<file path="config.mk">
export PLATFORM = sky130hd
export DESIGN_NAME = reg_xfer_switch_flat
export DESIGN_NICKNAME = d
export VERILOG_FILES = /design/src/rtl/regsw_pkg.sv /design/src/rtl/reg_xfer_switch_if.sv /design/src/rtl/regsw_bank.sv /design/src/rtl/reg_xfer_switch.sv /design/src/flat_wrapper.sv
export SDC_FILE = /design/constraint.sdc
export NUM_CORES = 1
export LEC_CHECK = 0
export ABC_AREA = 1
export CAP_MARGIN = 20
export CORE_AREA = 2 2 90 92
export CTS_BUF_LIST = sky130_fd_sc_hd__clkbuf_8
export DETAILED_ROUTE_END_ITERATION = 10
export DIE_AREA = 0 0 92 94
export GPL_TIMING_DRIVEN = 0
export PLACE_DENSITY = 0.9
export SYNTH_ARGS = -nofsm -noshare
export SYNTH_HDL_FRONTEND = slang
export SYNTH_HIERARCHICAL = 1
export SYNTH_SLANG_ARGS = --single-unit
</file>
<file path="constraint.sdc">
create_clock -name clk -period 3.5 [get_ports clk]
set_input_delay 0.525 -clock clk [delete_from_list [all_inputs] [get_ports clk]]
set_output_delay 0.525 -clock clk [all_outputs]
set_load 0.005 [all_outputs]
</file>
<file path="src/rtl/regsw_pkg.sv">
// Shared op codes and FSM state encodings for the register transfer switch.
package regsw_pkg;

   typedef logic [1:0] op_t;

   localparam op_t OP_READ  = 2'b00;
   localparam op_t OP_WRITE = 2'b01;
   localparam op_t OP_COPY  = 2'b10;
   localparam op_t OP_CLEAR = 2'b11;

   localparam logic [1:0] ST_IDLE = 2'd0;
   localparam logic [1:0] ST_RESP = 2'd1;
   localparam logic [1:0] ST_COPY = 2'd2;

endpackage

</file>
<file path="src/rtl/reg_xfer_switch_if.sv">
// Request/response bundle between the control FSM (master) and the switch (slave).
interface reg_xfer_switch_if
   import regsw_pkg::*;
#(
   parameter int unsigned WIDTH = 8,
   parameter int unsigned NREGS = 8
);
   localparam int unsigned SELW = $clog2(NREGS);

   logic                   req_valid;
   logic                   req_ready;
   op_t                    req_op;
   logic [SELW-1:0]        req_sel;
   logic [SELW-1:0]        req_dst;
   logic [WIDTH-1:0]       wr_data;
   logic                   rd_valid;
   logic                   rd_ready;
   logic [WIDTH-1:0]       rd_data;
   logic                   busy;
   logic [NREGS*WIDTH-1:0] reg_flat;

   modport master (
      output req_valid, req_op, req_sel, req_dst, wr_data, rd_ready,
      input  req_ready, rd_valid, rd_data, busy, reg_flat
   );

   modport slave (
      input  req_valid, req_op, req_sel, req_dst, wr_data, rd_ready,
      output req_ready, rd_valid, rd_data, busy, reg_flat
   );

endinterface

</file>
<file path="src/rtl/regsw_bank.sv">
// Register storage: one write port, bulk clear, async read mux, flat view.
module regsw_bank #(
   parameter int unsigned      WIDTH     = 8,
   parameter int unsigned      NREGS     = 8,
   parameter logic [WIDTH-1:0] RESET_VAL = '0,
   localparam int unsigned     SELW      = $clog2(NREGS)
) (
   input  logic                   clk,
   input  logic                   rst,
   input  logic                   clr,
   input  logic                   we,
   input  logic [SELW-1:0]        waddr,
   input  logic [WIDTH-1:0]       wdata,
   input  logic [SELW-1:0]        raddr,
   output logic [WIDTH-1:0]       rdata,
   output logic [NREGS*WIDTH-1:0] reg_flat
);

   logic [WIDTH-1:0] mem [NREGS];

   // Out-of-range write addresses match no entry and are dropped.
   always_ff @(posedge clk) begin
      for (int i = 0; i < int'(NREGS); i++) begin
         if (rst || clr) begin
            mem[i] <= RESET_VAL;
         end else if (we && waddr == SELW'(i)) begin
            mem[i] <= wdata;
         end
      end
   end

   // Out-of-range read addresses fall through to zero.
   always_comb begin
      rdata = '0;
      for (int i = 0; i < int'(NREGS); i++) begin
         if (raddr == SELW'(i)) rdata = mem[i];
      end
   end

   always_comb begin
      reg_flat = '0;
      for (int i = 0; i < int'(NREGS); i++) begin
         reg_flat[i*WIDTH +: WIDTH] = mem[i];
      end
   end

endmodule

</file>
<file path="src/rtl/reg_xfer_switch.sv">
// Handshaked transfer engine (read/write/copy/clear) in front of a register bank.
module reg_xfer_switch
   import regsw_pkg::*;
#(
   parameter int unsigned      WIDTH     = 8,
   parameter int unsigned      NREGS     = 8,
   parameter logic [WIDTH-1:0] RESET_VAL = '0,
   localparam int unsigned     SELW      = $clog2(NREGS)
) (
   input  logic             clk,
   input  logic             rst,
   reg_xfer_switch_if.slave bus
);

   logic [1:0]       state, state_nxt;
   logic [WIDTH-1:0] tmp_q, tmp_nxt;
   logic [SELW-1:0]  dst_q, dst_nxt;
   logic             rd_valid_q, rd_valid_nxt;
   logic [WIDTH-1:0] rd_data_q, rd_data_nxt;

   logic             we, clr;
   logic [SELW-1:0]  waddr, raddr;
   logic [WIDTH-1:0] wdata, rdata;

   regsw_bank #(
      .WIDTH     (WIDTH),
      .NREGS     (NREGS),
      .RESET_VAL (RESET_VAL)
   ) u_bank (
      .clk      (clk),
      .rst      (rst),
      .clr      (clr),
      .we       (we),
      .waddr    (waddr),
      .wdata    (wdata),
      .raddr    (raddr),
      .rdata    (rdata),
      .reg_flat (bus.reg_flat)
   );

   always_ff @(posedge clk) begin
      if (rst) begin
         state      <= ST_IDLE;
         tmp_q      <= '0;
         dst_q      <= '0;
         rd_valid_q <= 1'b0;
         rd_data_q  <= '0;
      end else begin
         state      <= state_nxt;
         tmp_q      <= tmp_nxt;
         dst_q      <= dst_nxt;
         rd_valid_q <= rd_valid_nxt;
         rd_data_q  <= rd_data_nxt;
      end
   end

   always_comb begin
      state_nxt    = state;
      tmp_nxt      = tmp_q;
      dst_nxt      = dst_q;
      rd_valid_nxt = rd_valid_q;
      rd_data_nxt  = rd_data_q;
      we           = 1'b0;
      clr          = 1'b0;
      waddr        = bus.req_sel;
      wdata        = bus.wr_data;
      raddr        = bus.req_sel;

      case (state)
         ST_IDLE: begin
            if (bus.req_valid) begin
               case (bus.req_op)
                  OP_READ: begin
                     rd_data_nxt  = rdata;
                     rd_valid_nxt = 1'b1;
                     state_nxt    = ST_RESP;
                  end
                  OP_WRITE: we = 1'b1;
                  OP_COPY: begin
                     tmp_nxt   = rdata;
                     dst_nxt   = bus.req_dst;
                     state_nxt = ST_COPY;
                  end
                  default: clr = 1'b1;
               endcase
            end
         end
         ST_RESP: begin
            if (bus.rd_ready) begin
               rd_valid_nxt = 1'b0;
               state_nxt    = ST_IDLE;
            end
         end
         ST_COPY: begin
            // Second half of a copy commits the captured value to the destination.
            we        = 1'b1;
            waddr     = dst_q;
            wdata     = tmp_q;
            state_nxt = ST_IDLE;
         end
         default: state_nxt = ST_IDLE;
      endcase
   end

   assign bus.req_ready = !rst && (state == ST_IDLE);
   assign bus.busy      = !rst && (state != ST_IDLE);
   assign bus.rd_valid  = rd_valid_q;
   assign bus.rd_data   = rd_data_q;

endmodule

</file>
<file path="src/flat_wrapper.sv">
// flat-port wrapper written by rule: the top's interface ports become plain ports
module reg_xfer_switch_flat import regsw_pkg::*;
#(
   parameter int unsigned      WIDTH     = 8,
   parameter int unsigned      NREGS     = 8,
   parameter logic [WIDTH-1:0] RESET_VAL = '0,
   localparam int unsigned     SELW      = $clog2(NREGS)
)
  (clk, rst, bus_req_valid, bus_req_op, bus_req_sel, bus_req_dst, bus_wr_data, bus_rd_ready, bus_req_ready, bus_rd_valid, bus_rd_data, bus_busy, bus_reg_flat);
  reg_xfer_switch_if #(.WIDTH(WIDTH), .NREGS(NREGS)) bus_i ();
  input  logic clk;
  input  logic rst;
  input wire logic [$bits(bus_i.req_valid)-1:0] bus_req_valid;
  input wire logic [$bits(bus_i.req_op)-1:0] bus_req_op;
  input wire logic [$bits(bus_i.req_sel)-1:0] bus_req_sel;
  input wire logic [$bits(bus_i.req_dst)-1:0] bus_req_dst;
  input wire logic [$bits(bus_i.wr_data)-1:0] bus_wr_data;
  input wire logic [$bits(bus_i.rd_ready)-1:0] bus_rd_ready;
  output wire logic [$bits(bus_i.req_ready)-1:0] bus_req_ready;
  output wire logic [$bits(bus_i.rd_valid)-1:0] bus_rd_valid;
  output wire logic [$bits(bus_i.rd_data)-1:0] bus_rd_data;
  output wire logic [$bits(bus_i.busy)-1:0] bus_busy;
  output wire logic [$bits(bus_i.reg_flat)-1:0] bus_reg_flat;
  assign bus_i.req_valid = bus_req_valid;
  assign bus_i.req_op = bus_req_op;
  assign bus_i.req_sel = bus_req_sel;
  assign bus_i.req_dst = bus_req_dst;
  assign bus_i.wr_data = bus_wr_data;
  assign bus_i.rd_ready = bus_rd_ready;
  assign bus_req_ready = bus_i.req_ready;
  assign bus_rd_valid = bus_i.rd_valid;
  assign bus_rd_data = bus_i.rd_data;
  assign bus_busy = bus_i.busy;
  assign bus_reg_flat = bus_i.reg_flat;
  reg_xfer_switch #(.WIDTH(WIDTH), .NREGS(NREGS), .RESET_VAL(RESET_VAL)) u_core (.clk(clk), .rst(rst), .bus(bus_i));
endmodule
</file>
==> impl_metrics.json, run 1 <==
{
  "antenna_found_initial": 0,
  "timing.max_cap.violations": 0,
  "clk_pin_slew_ns": 0.09,
  "cts_max_path_buffers": 2,
  "ir_worst_vdd_v": 0.0002125,
  "syn-cell-area_um2": 4227,
  "drc": 0,
  "grt_max_degree": 16,
  "final_nets": 600,
  "fp.dieW_um": 92,
  "grt_pass1_wl_um": 18070,
  "synth.distinct_cells": 25,
  "vias_per_cell": 5.665,
  "status": "completed",
  "yosysWarnings": 6,
  "finalCritPeriodShare": 0.6466,
  "synth_fp_nets": 494,
  "antennaDiodeCount": 0,
  "path_max_fanout": 8,
  "worstPathArrival_ns": 2.29,
  "clock-root-buffer": "clkbuf_8",
  "hold_violations": 0,
  "fin_util": 0.7232,
  "totalPowerFinal_uw": 2218,
  "ys_ff_latch": 86,
  "fmax_mhz": 441.9,
  "detail-route-antenna-nets": 0,
  "leakage_uw": 0.002248,
  "postSynthAreaPerCell_um2": 8.917,
  "critPathRequiredTime_ns": 3.53,
  "wl_um": 12010,
  "skew_ns": 0.01294,
  "tritoncts": "built",
  "hold_path_class": "reg -> reg",
  "grt_pass1_vias": 3602,
  "met2_usage": 0.4890,
  "hold_slack_ns": 0.4597,
  "dpl.hpwl_um": 8598,
  "grt_remaining_overflow": 0,
  "crit_path_start_kind": "input pin",
  "fp.coreArea_um2": 7607,
  "initial_core_util": 0.5556,
  "worst_pin_slew_ns": 0.5103,
  "die_area_um2": 8648,
  "drive_gt1_frac": 0.1094,
  "critPathKind": "in -> reg",
  "cts_repair_resize_count": 0,
  "rsz0062_at_grt": "false",
  "vias": 3892,
  "ioPinCount": 95,
  "dr.pass1.iters": 5,
  "cts_buffers": 9,
  "portBuffers": 94,
  "first_iter_violations": 448,
  "gp_congestion": 0.9228,
  "crit_path_end_kind": "register",
  "met3_usage": 0.05859,
  "relSlewSlack": 0.6594,
  "clk_latency_ns": 0.37,
  "dieHeight_um": 94,
  "ys_seq_area_frac": 0.5589,
  "cts_sinks": 86,
  "setup_tns_ns": 0,
  "syn_to_final_growth_pct": 30.17,
  "h-tree-depth": 3,
  "rows": 32,
  "min_period_ns": 2.263,
  "post-cts-setup-buffer-count": 0,
  "track_usage": 0.2806,
  "netlist_instances": 474,
  "hold_buffers": 0,
  "use_met1": 0.3425,
  "slew_violations": 0,
  "wl_per_cell_um": 17.48,
  "finalSetupViolations": 0,
  "power.density_nw_per_um2": 403.2,
  "busiest_layer": "met2"
}
==> state kept, by name (all words and copies together) (netlist names) <==
register	flops
u_core/dst_q	3
u_core/tmp_q	8
u_core/bus.rd_valid	1
u_core/u_bank/mem	64
u_core/state	2
u_core/bus.rd_data	8
==> cell usage after synthesis <==
library cell,count,share of area
nor2_1,123,0.11
nand2_1,93,0.083
edfxtp_1,64,0.45
inv_1,44,0.039
nand4_1,40,0.059
nand3_1,32,0.038
dfxtp_1,22,0.10
nand3_2,7,0.017
buf_6,6,0.016
buf_2,5,0.0059
buf_4,5,0.0089
inv_2,5,0.0044
nand2_2,4,0.0059
nor2_2,4,0.0059
nor2_4,3,0.0080
nor3_4,3,0.012
a21oi_1,2,0.0024
inv_8,2,0.0053
nand3_4,2,0.0083
nor3_1,2,0.0024
o21ai_0,2,0.0024
clkbuf_1,1,0.00089
nand3b_1,1,0.0018
nor2_8,1,0.0047
o31ai_1,1,0.0018
==> metal layers <==
metal  routed length, µm  share of wire
met5                   0              0
met4                 376          0.031
met3                1297           0.11
met2                5888           0.49
met1                4444           0.37
==> kinds of logic (layout without fill, tap and decap cells) <==
logic type / Yosys count / in the layout / synth area share
AOI/OAI and AO/OA: 5 / 5 / 0.006514
DFF: 86 / 86 / 0.5589
buffers and inverters: 68 / 179 / 0.08052
and+or+nand+nor: 315 / 315 / 0.3541
==> placed cells by master, fill, tap and decap left out, drive strengths merged <==
cell | netlist | final
nor2 | 131 | 131
a21oi | 2 | 2
nand4 | 40 | 40
o31ai | 1 | 1
o21ai | 2 | 2
clkdlybuf4s50 | 0 | 94
buf | 16 | 16
dfxtp | 22 | 22
clkinv | 0 | 5
inv | 51 | 51
clkinvlp | 0 | 1
edfxtp | 64 | 64
nor3 | 5 | 5
nand3 | 41 | 41
clkbuf | 1 | 11
nand2 | 97 | 97
bufinv | 0 | 1
nand3b | 1 | 1
==> worst paths after layout <==
path,from,to,slack (ns),cells after the start
worst max-delay path,bus_req_valid,u_core/u_bank/mem[0][12],1.24,7
worst min-delay path,u_core/bus.rd_valid,u_core/bus.rd_valid,0.46,2
worst max register to register,u_core/state[0],u_core/u_bank/mem[1][17],1.30,9
worst min register to register,u_core/bus.rd_valid,u_core/bus.rd_valid,0.46,2
==> critical path: stages <==
cell             delay (ns)
clkdlybuf4s50_1        0.56
nand2_1                0.12
o31ai_1                0.31
inv_1                  0.13
nor2_4                 0.25
nand2_1                0.08
nand2_1                0.31
==> metrics by stage <==
stage          instances  cell area (µm²)  worst slack (ns)
6_report             687             5502             1.237
5_1_grt              687             5502             1.091
4_1_cts              686             5494            0.8611
3_5_place_dp         670             5295            0.4728
3_3_place_gp         670             5295            0.5257
2_1_floorplan        474             4227             1.477
==> where the power goes <==
group,total [µW],internal [µW],switching (µW)
combinational,339,145,194
sequential,1180,1150,32.8
clock,701,331,370
total,2220,1620,596
==> area by class of cell <==
class / instances / area [µm²]
Sequential cell: 86 / 2362
Fill cell: 551 / 2106
Multi-Input combinational cell: 320 / 1524
Timing Repair Buffer: 95 / 948.4
Inverter: 51 / 206.4
Buffer: 17 / 133.9
Tap cell: 102 / 127.6
Clock buffer: 9 / 123.9
Clock inverter: 7 / 75.07
Note: power is estimated with default switching activity, not from simulation.
==> inputs of run 2 (changes only) <==
--- a/config.mk
+++ b/config.mk
@@ -7,12 +7,12 @@
 export LEC_CHECK = 0
 export ABC_AREA = 1
 export CAP_MARGIN = 20
-export CORE_AREA = 2 2 90 92
+export CORE_AREA = 2 2 94 96
 export CTS_BUF_LIST = sky130_fd_sc_hd__clkbuf_8
 export DETAILED_ROUTE_END_ITERATION = 10
-export DIE_AREA = 0 0 92 94
+export DIE_AREA = 0 0 96 98
 export GPL_TIMING_DRIVEN = 0
-export PLACE_DENSITY = 0.9
+export PLACE_DENSITY = 0.83
 export SYNTH_ARGS = -nofsm -noshare
 export SYNTH_HDL_FRONTEND = slang
 export SYNTH_HIERARCHICAL = 1
==> constraint.sdc (replaced) <==
create_clock -name clk -period 2.2 [get_ports clk]
set_input_delay 0.33 -clock clk [delete_from_list [all_inputs] [get_ports clk]]
set_output_delay 0.33 -clock clk [all_outputs]
set_load 0.005 [all_outputs]
==> run 2 against run 1 <==
  * Core utilization shrank 7.7 points
  * Sequential share of layout area increased by 0.27 points
  * Sequential cell count stayed put
  * Via count fell by 3.9%
  * Power is 50% higher
  * Critical path depth unchanged
  * Die area up 8.8%
  * Largest cell class unchanged
==> impl_metrics.json, run 2 (same netlist as run 1, synthesis figures left out) <==
{
  "pwr-share-comb": 0.158,
  "skew_ns": 0.01308,
  "clk_pin_slew_ns": 0.08,
  "clk_latency_ns": 0.35,
  "drive_gt1_frac": 0.1062,
  "grt_max_degree": 14,
  "dieHeight_um": 98,
  "cts_max_path_buffers": 2,
  "critPathTopFamily": "simple AND/OR/NAND/NOR gates",
  "vias": 3739,
  "ioPinCount": 95,
  "post-cts-setup-buffer-count": 0,
  "gp_congestion": 0.9046,
  "pwr-share-clk": 0.280,
  "die_area_um2": 9408,
  "seq_power_share": 0.562,
  "leakage_uw": 0.002240,
  "cts_sinks": 86,
  "dpl.hpwl_um": 8547,
  "wl_met2_um": 5367,
  "p_switching_uw": 888.7,
  "final_area_um2": 5470,
  "setup_tns_ns": 0,
  "vias_per_cell": 5.403,
  "fp.dieW_um": 96,
  "tritoncts": "built",
  "grt_pass1_vias": 3500,
  "largest_register_ffs": 64,
  "critPathRequiredTime_ns": 2.21,
  "clock-root-buffer": "clkbuf_8",
  "grt_remaining_overflow": 0,
  "cp_slowest_cell": "clkdlybuf4s50_1",
  "h-tree-depth": 3,
  "relSlewSlack": 0.6857,
  "timing.max_cap.violations": 0,
  "wl_um": 11260,
  "antennaDiodeCount": 0,
  "path_cells": "clkdlybuf4s50_1 -> nand2_1 -> o31ai_1 -> inv_1 -> nor2_4 -> nand2_1 -> nand2_1",
  "cts_buffers": 9,
  "fmax_mhz": 477.8,
  "top_layer": "met4",
  "hold_violations": 0,
  "swShare": 0.2664,
  "wl_per_cell_um": 16.27,
  "worstPathArrival_ns": 2.11,
  "hold_buffers": 0,
  "final_nets": 599,
  "fp.coreArea_um2": 8466,
  "grt_pass1_wl_um": 17830,
  "min_period_ns": 2.093,
  "cp_common_cell": "nand2_1",
  "dr.pass1.iters": 5,
  "wl_met3_um": 1051,
  "portBuffers": 94,
  "critPathKind": "in -> reg",
  "rows": 34,
  "crit_path_start_kind": "input pin",
  "crit_path_end_kind": "register",
  "drc": 0,
  "crit_buf_inv": 2,
  "final_common_cell": "nor2_1",
  "hold_path_class": "reg -> reg",
  "initial_core_util": 0.4993,
  "largest-register": "u_core/u_bank/mem",
  "p_int_uw": 2447,
  "status": "completed",
  "slew_violations": 0,
  "max_stage_delay_ns": 0.55,
  "final_cell_mix": "nor2_1 (123), clkdlybuf4s50_1 (94), nand2_1 (92)",
  "m1WireLength_um": 4533,
  "antenna_found_initial": 0,
  "ir_worst_vdd_v": 0.0003250,
  "finalSetupViolations": 0,
  "path_max_fanout": 8,
  "syn_to_final_growth_pct": 29.43,
  "track_usage": 0.2524,
  "worst_pin_slew_ns": 0.4709,
  "detail-route-antenna-nets": 0,
  "first_iter_violations": 393,
  "finalCritPeriodShare": 0.9513,
  "power.density_nw_per_um2": 609.9,
  "dpl-instance-area_um2": 5303
}
[run 2: through the flow]
step / hold WS, ns / std cells / utilization / total power (µW) / worst slack (ns)
floorplan: 0.3991 / 474 / - / 2154 / 0.1770
global placement: 0.4411 / 676 / 0.6264 / 2422 / -0.5083
detailed placement: 0.4468 / 676 / 0.6264 / 2435 / -0.5989
CTS: 0.4628 / 692 / 0.6453 / 3344 / 0.02250
global route: 0.4776 / 692 / 0.6462 / 3474 / -0.009941
finish: 0.4592 / 692 / 0.6462 / 3336 / 0.1072
[run 2: final timing paths]
check                           start                       to  slack [ns]  depth (start not counted)
setup / recovery        bus_req_valid  u_core/u_bank/mem[0][5]        0.11                          7
hold / removal    u_core/bus.rd_valid      u_core/bus.rd_valid        0.46                          2
setup reg to reg      u_core/state[1]  u_core/u_bank/mem[0][5]        0.14                          7
hold reg to reg   u_core/bus.rd_valid      u_core/bus.rd_valid        0.46                          2
[run 2: cell type report]
| cell class | instances | area [µm²] |
|---|---|---|
| well taps | 108 | 135.1 |
| flip-flops and latches | 86 | 2364 |
| multi-input cells | 320 | 1530 |
| plain buffers | 17 | 133.9 |
| inverters | 51 | 206.4 |
| repair buffers | 94 | 940.9 |
| fillers | 721 | 2995 |
| clock buffers | 9 | 123.9 |
| clock inverters | 7 | 36.28 |
[run 2: worst register-to-register path, stage by stage (launching register included)]
cell     delay, ns
dfxtp_1       0.47
nand2_1       0.14
buf_2         0.22
o31ai_1       0.14
inv_1         0.13
nor2_4        0.26
nand2_1       0.09
nand2_1       0.28
[run 2: routing by layer]
layer	GRT usage	vias up
met5	0	-
met1	0.3434	1723
met3	0.03858	27
met4	0.1055	0
li1	-	1778
met2	0.4006	211
[run 2: power by group through the flow]
stage	Clock (µW)	Sequential, µW	Combinational [µW]
6_report	933	1880	528
5_1_grt	1020	1890	572
4_1_cts	944	1880	524
3_5_place_dp	0	1910	521
3_3_place_gp	0	1910	511
2_1_floorplan	0	1900	249
[run 2: what timing repair did]
action,CTS,global route
resized for setup,1,3
pin swaps,0,0
setup endpoints to repair,8,56
==> inputs of run 3 (changes only) <==
--- a/config.mk
+++ b/config.mk
@@ -7,12 +7,12 @@
 export LEC_CHECK = 0
 export ABC_AREA = 1
 export CAP_MARGIN = 20
-export CORE_AREA = 2 2 94 96
+export CORE_AREA = 2 2 106 108
 export CTS_BUF_LIST = sky130_fd_sc_hd__clkbuf_8
 export DETAILED_ROUTE_END_ITERATION = 10
-export DIE_AREA = 0 0 96 98
+export DIE_AREA = 0 0 108 110
 export GPL_TIMING_DRIVEN = 0
-export PLACE_DENSITY = 0.83
+export PLACE_DENSITY = 0.68
 export SYNTH_ARGS = -nofsm -noshare
 export SYNTH_HDL_FRONTEND = slang
 export SYNTH_HIERARCHICAL = 1
==> run 3 against run 2 <==
  * Non-clock buffer count increased by 1
  * Clock power increased by 20%
  * Sequential share of layout area down 0.73 points
  * Combinational power increased by 1%
  * First-iteration DRC count decreased by 22%
  * Sequential power about the same
  * Worst setup slack better by 0.048 ns
  * Clock skew about the same
  * Fmax grew 2.4%
  * Final cell count rose by 4.8%
==> impl_metrics.json, run 3 (same netlist as run 1, synthesis figures left out) <==
{
  "antenna_found_initial": 0,
  "dpl.hpwl_um": 8987,
  "largest-register": "u_core/u_bank/mem",
  "crit_path_start_kind": "register",
  "dr.pass1.iters": 5,
  "power.density_nw_per_um2": 635.1,
  "hold_violations": 0,
  "antennaDiodeCount": 0,
  "tritoncts": "built",
  "final_nets": 600,
  "relSlewSlack": 0.6817,
  "die_area_um2": 11880,
  "wl_met3_um": 1071,
  "drive_gt1_frac": 0.1214,
  "cts_sinks": 86,
  "wl_um": 12010,
  "reg2reg_to": "u_core/u_bank/mem[1][0]",
  "drc": 0,
  "cp_common_cell": "nand2_1",
  "clk_latency_ns": 0.36,
  "final_cell_mix": "nor2_1 (123), clkdlybuf4s50_1 (94), nand2_1 (88)",
  "grt_pass1_vias": 3419,
  "fin_util": 0.5201,
  "largest_register_ffs": 64,
  "dp_slack_ns": -0.2858,
  "crit_cells": 7,
  "wl_met2_um": 5979,
  "syn_to_final_growth_pct": 31.65,
  "vias": 3727,
  "initial_core_util": 0.3951,
  "leakage_uw": 0.002250,
  "max_stage_delay_ns": 0.49,
  "rsz0062_at_grt": "false",
  "clock-root-buffer": "clkbuf_8",
  "cts_max_path_buffers": 2,
  "cts_buffers": 9,
  "skew_ns": 0.01319,
  "clk_pin_slew_ns": 0.09,
  "final_common_cell": "nor2_1",
  "portBuffers": 94,
  "detail-route-antenna-nets": 0,
  "worstPathArrival_ns": 2.07,
  "grt_max_degree": 16,
  "wl_per_cell_um": 16.56,
  "finalCritPeriodShare": 0.9294,
  "gp_congestion": 0.9121,
  "m1WireLength_um": 4809,
  "h-tree-depth": 3,
  "dieHeight_um": 110,
  "r2r_start": "u_core/state[1]",
  "final_area_um2": 5564,
  "critPathTopFamily": "simple AND/OR/NAND/NOR gates",
  "min-delay-start": "u_core/bus.rd_valid",
  "grt_pass1_wl_um": 18280,
  "path_max_fanout": 10,
  "r2r_slack_ns": 0.16,
  "fp.coreArea_um2": 10700,
  "postLayoutSetupSlackWorst_ns": 0.1554,
  "worst_pin_slew_ns": 0.4774,
  "hold_buffers": 0,
  "dpl-instance-area_um2": 5350,
  "ioPinCount": 95,
  "grt_remaining_overflow": 0,
  "min_to": "u_core/bus.rd_valid",
  "timing.max_cap.violations": 0,
  "fmax_mhz": 489.1,
  "finalSetupViolations": 0,
  "path_cells": "nand2_1 -> buf_2 -> nand2_1 -> nand2_1 -> nor2_1 -> nand2_1 -> nand2_1",
  "hold_path_depth": 2,
  "track_usage": 0.2077,
  "cp_slowest_cell": "dfxtp_1",
  "min_period_ns": 2.045,
  "top_layer": "met4",
  "status": "completed",
  "critPathKind": "reg -> reg",
  "rows": 38,
  "crit_path_end_kind": "register",
  "reg2reg_depth": 7,
  "fp.dieW_um": 108,
  "first_iter_violations": 307,
  "crit_buf_inv": 1,
  "hold_path_class": "reg -> reg",
  "ir_worst_vdd_v": 0.0003178,
  "slew_violations": 0,
  "vias_per_cell": 5.141,
  "critPathRequiredTime_ns": 2.23
}
[run 3: changes by cell type in the layout (fill, tap and decap cells not counted), sizes merged]
cell and delta:
inv -2, clkinv +1, buf +1, bufinv +1
[run 3: report_power, final]
| group | switching [µW] | internal, µW | total [µW] | leakage (µW) |
|---|---|---|---|---|
| sequential | 52.9 | 1820 | 1880 | 0.000858 |
| clock | 595 | 528 | 1120 | 0.000100 |
| combinational | 303 | 232 | 535 | 0.00129 |
[run 3: timing repair]
action                     in CTS  in global routing
setup endpoints to repair       0                 46
gates resized for setup         0                  8
setup buffers                   0                  0
[run 3: layout make-up]
cell class / instances / area, µm²
buffer: 17 / 133.9
clock buffer: 9 / 123.9
clock inverter: 7 / 72.57
fill: 1037 / 5134
inverter: 51 / 206.4
multi-input combinational: 320 / 1540
sequential: 86 / 2364
tap: 140 / 175.2
timing repair buffer: 95 / 948.4
[run 3: per-layer routing]
layer  up-vias  track usage
li1       1783            -
met2       170       0.3464
met5         -            0
met1      1760       0.2778
met4         0      0.06044
met3        14      0.03880
[run 3: metrics by stage]
stage / setup TNS [ns] / cells / hold WS [ns] / total power [µW]
finish: 0 / 725 / 0.4574 / 3534
floorplan: 0 / 474 / 0.3991 / 2154
global placement: -14.28 / 708 / 0.4430 / 2431
CTS: 0 / 725 / 0.4621 / 3546
global route: 0 / 725 / 0.4788 / 3669
detailed placement: -14.74 / 709 / 0.4430 / 2445
[run 3: how the worst max path moves through the flow]
stage	to	slack (ns)	startpoint
finish	u_core/u_bank/mem[1][0]	0.16	u_core/state[1]
global route	u_core/u_bank/mem[1][0]	0.04	u_core/state[1]
CTS	u_core/u_bank/mem[0][8]	0.04	u_core/state[0]
detailed placement	u_core/u_bank/mem[0][19]	-0.29	bus_req_valid
global placement	u_core/u_bank/mem[1][24]	-0.65	bus_req_valid
floorplan	u_core/u_bank/mem[1][24]	0.18	u_core/state[0]
[run 3: worst min-delay path: cells and delay by family (launching register included)]
kind                   cells  cell delay [ns]
DFF                        1             0.32
buffers and inverters      1             0.05
AOI/OAI and AO/OA          1             0.05
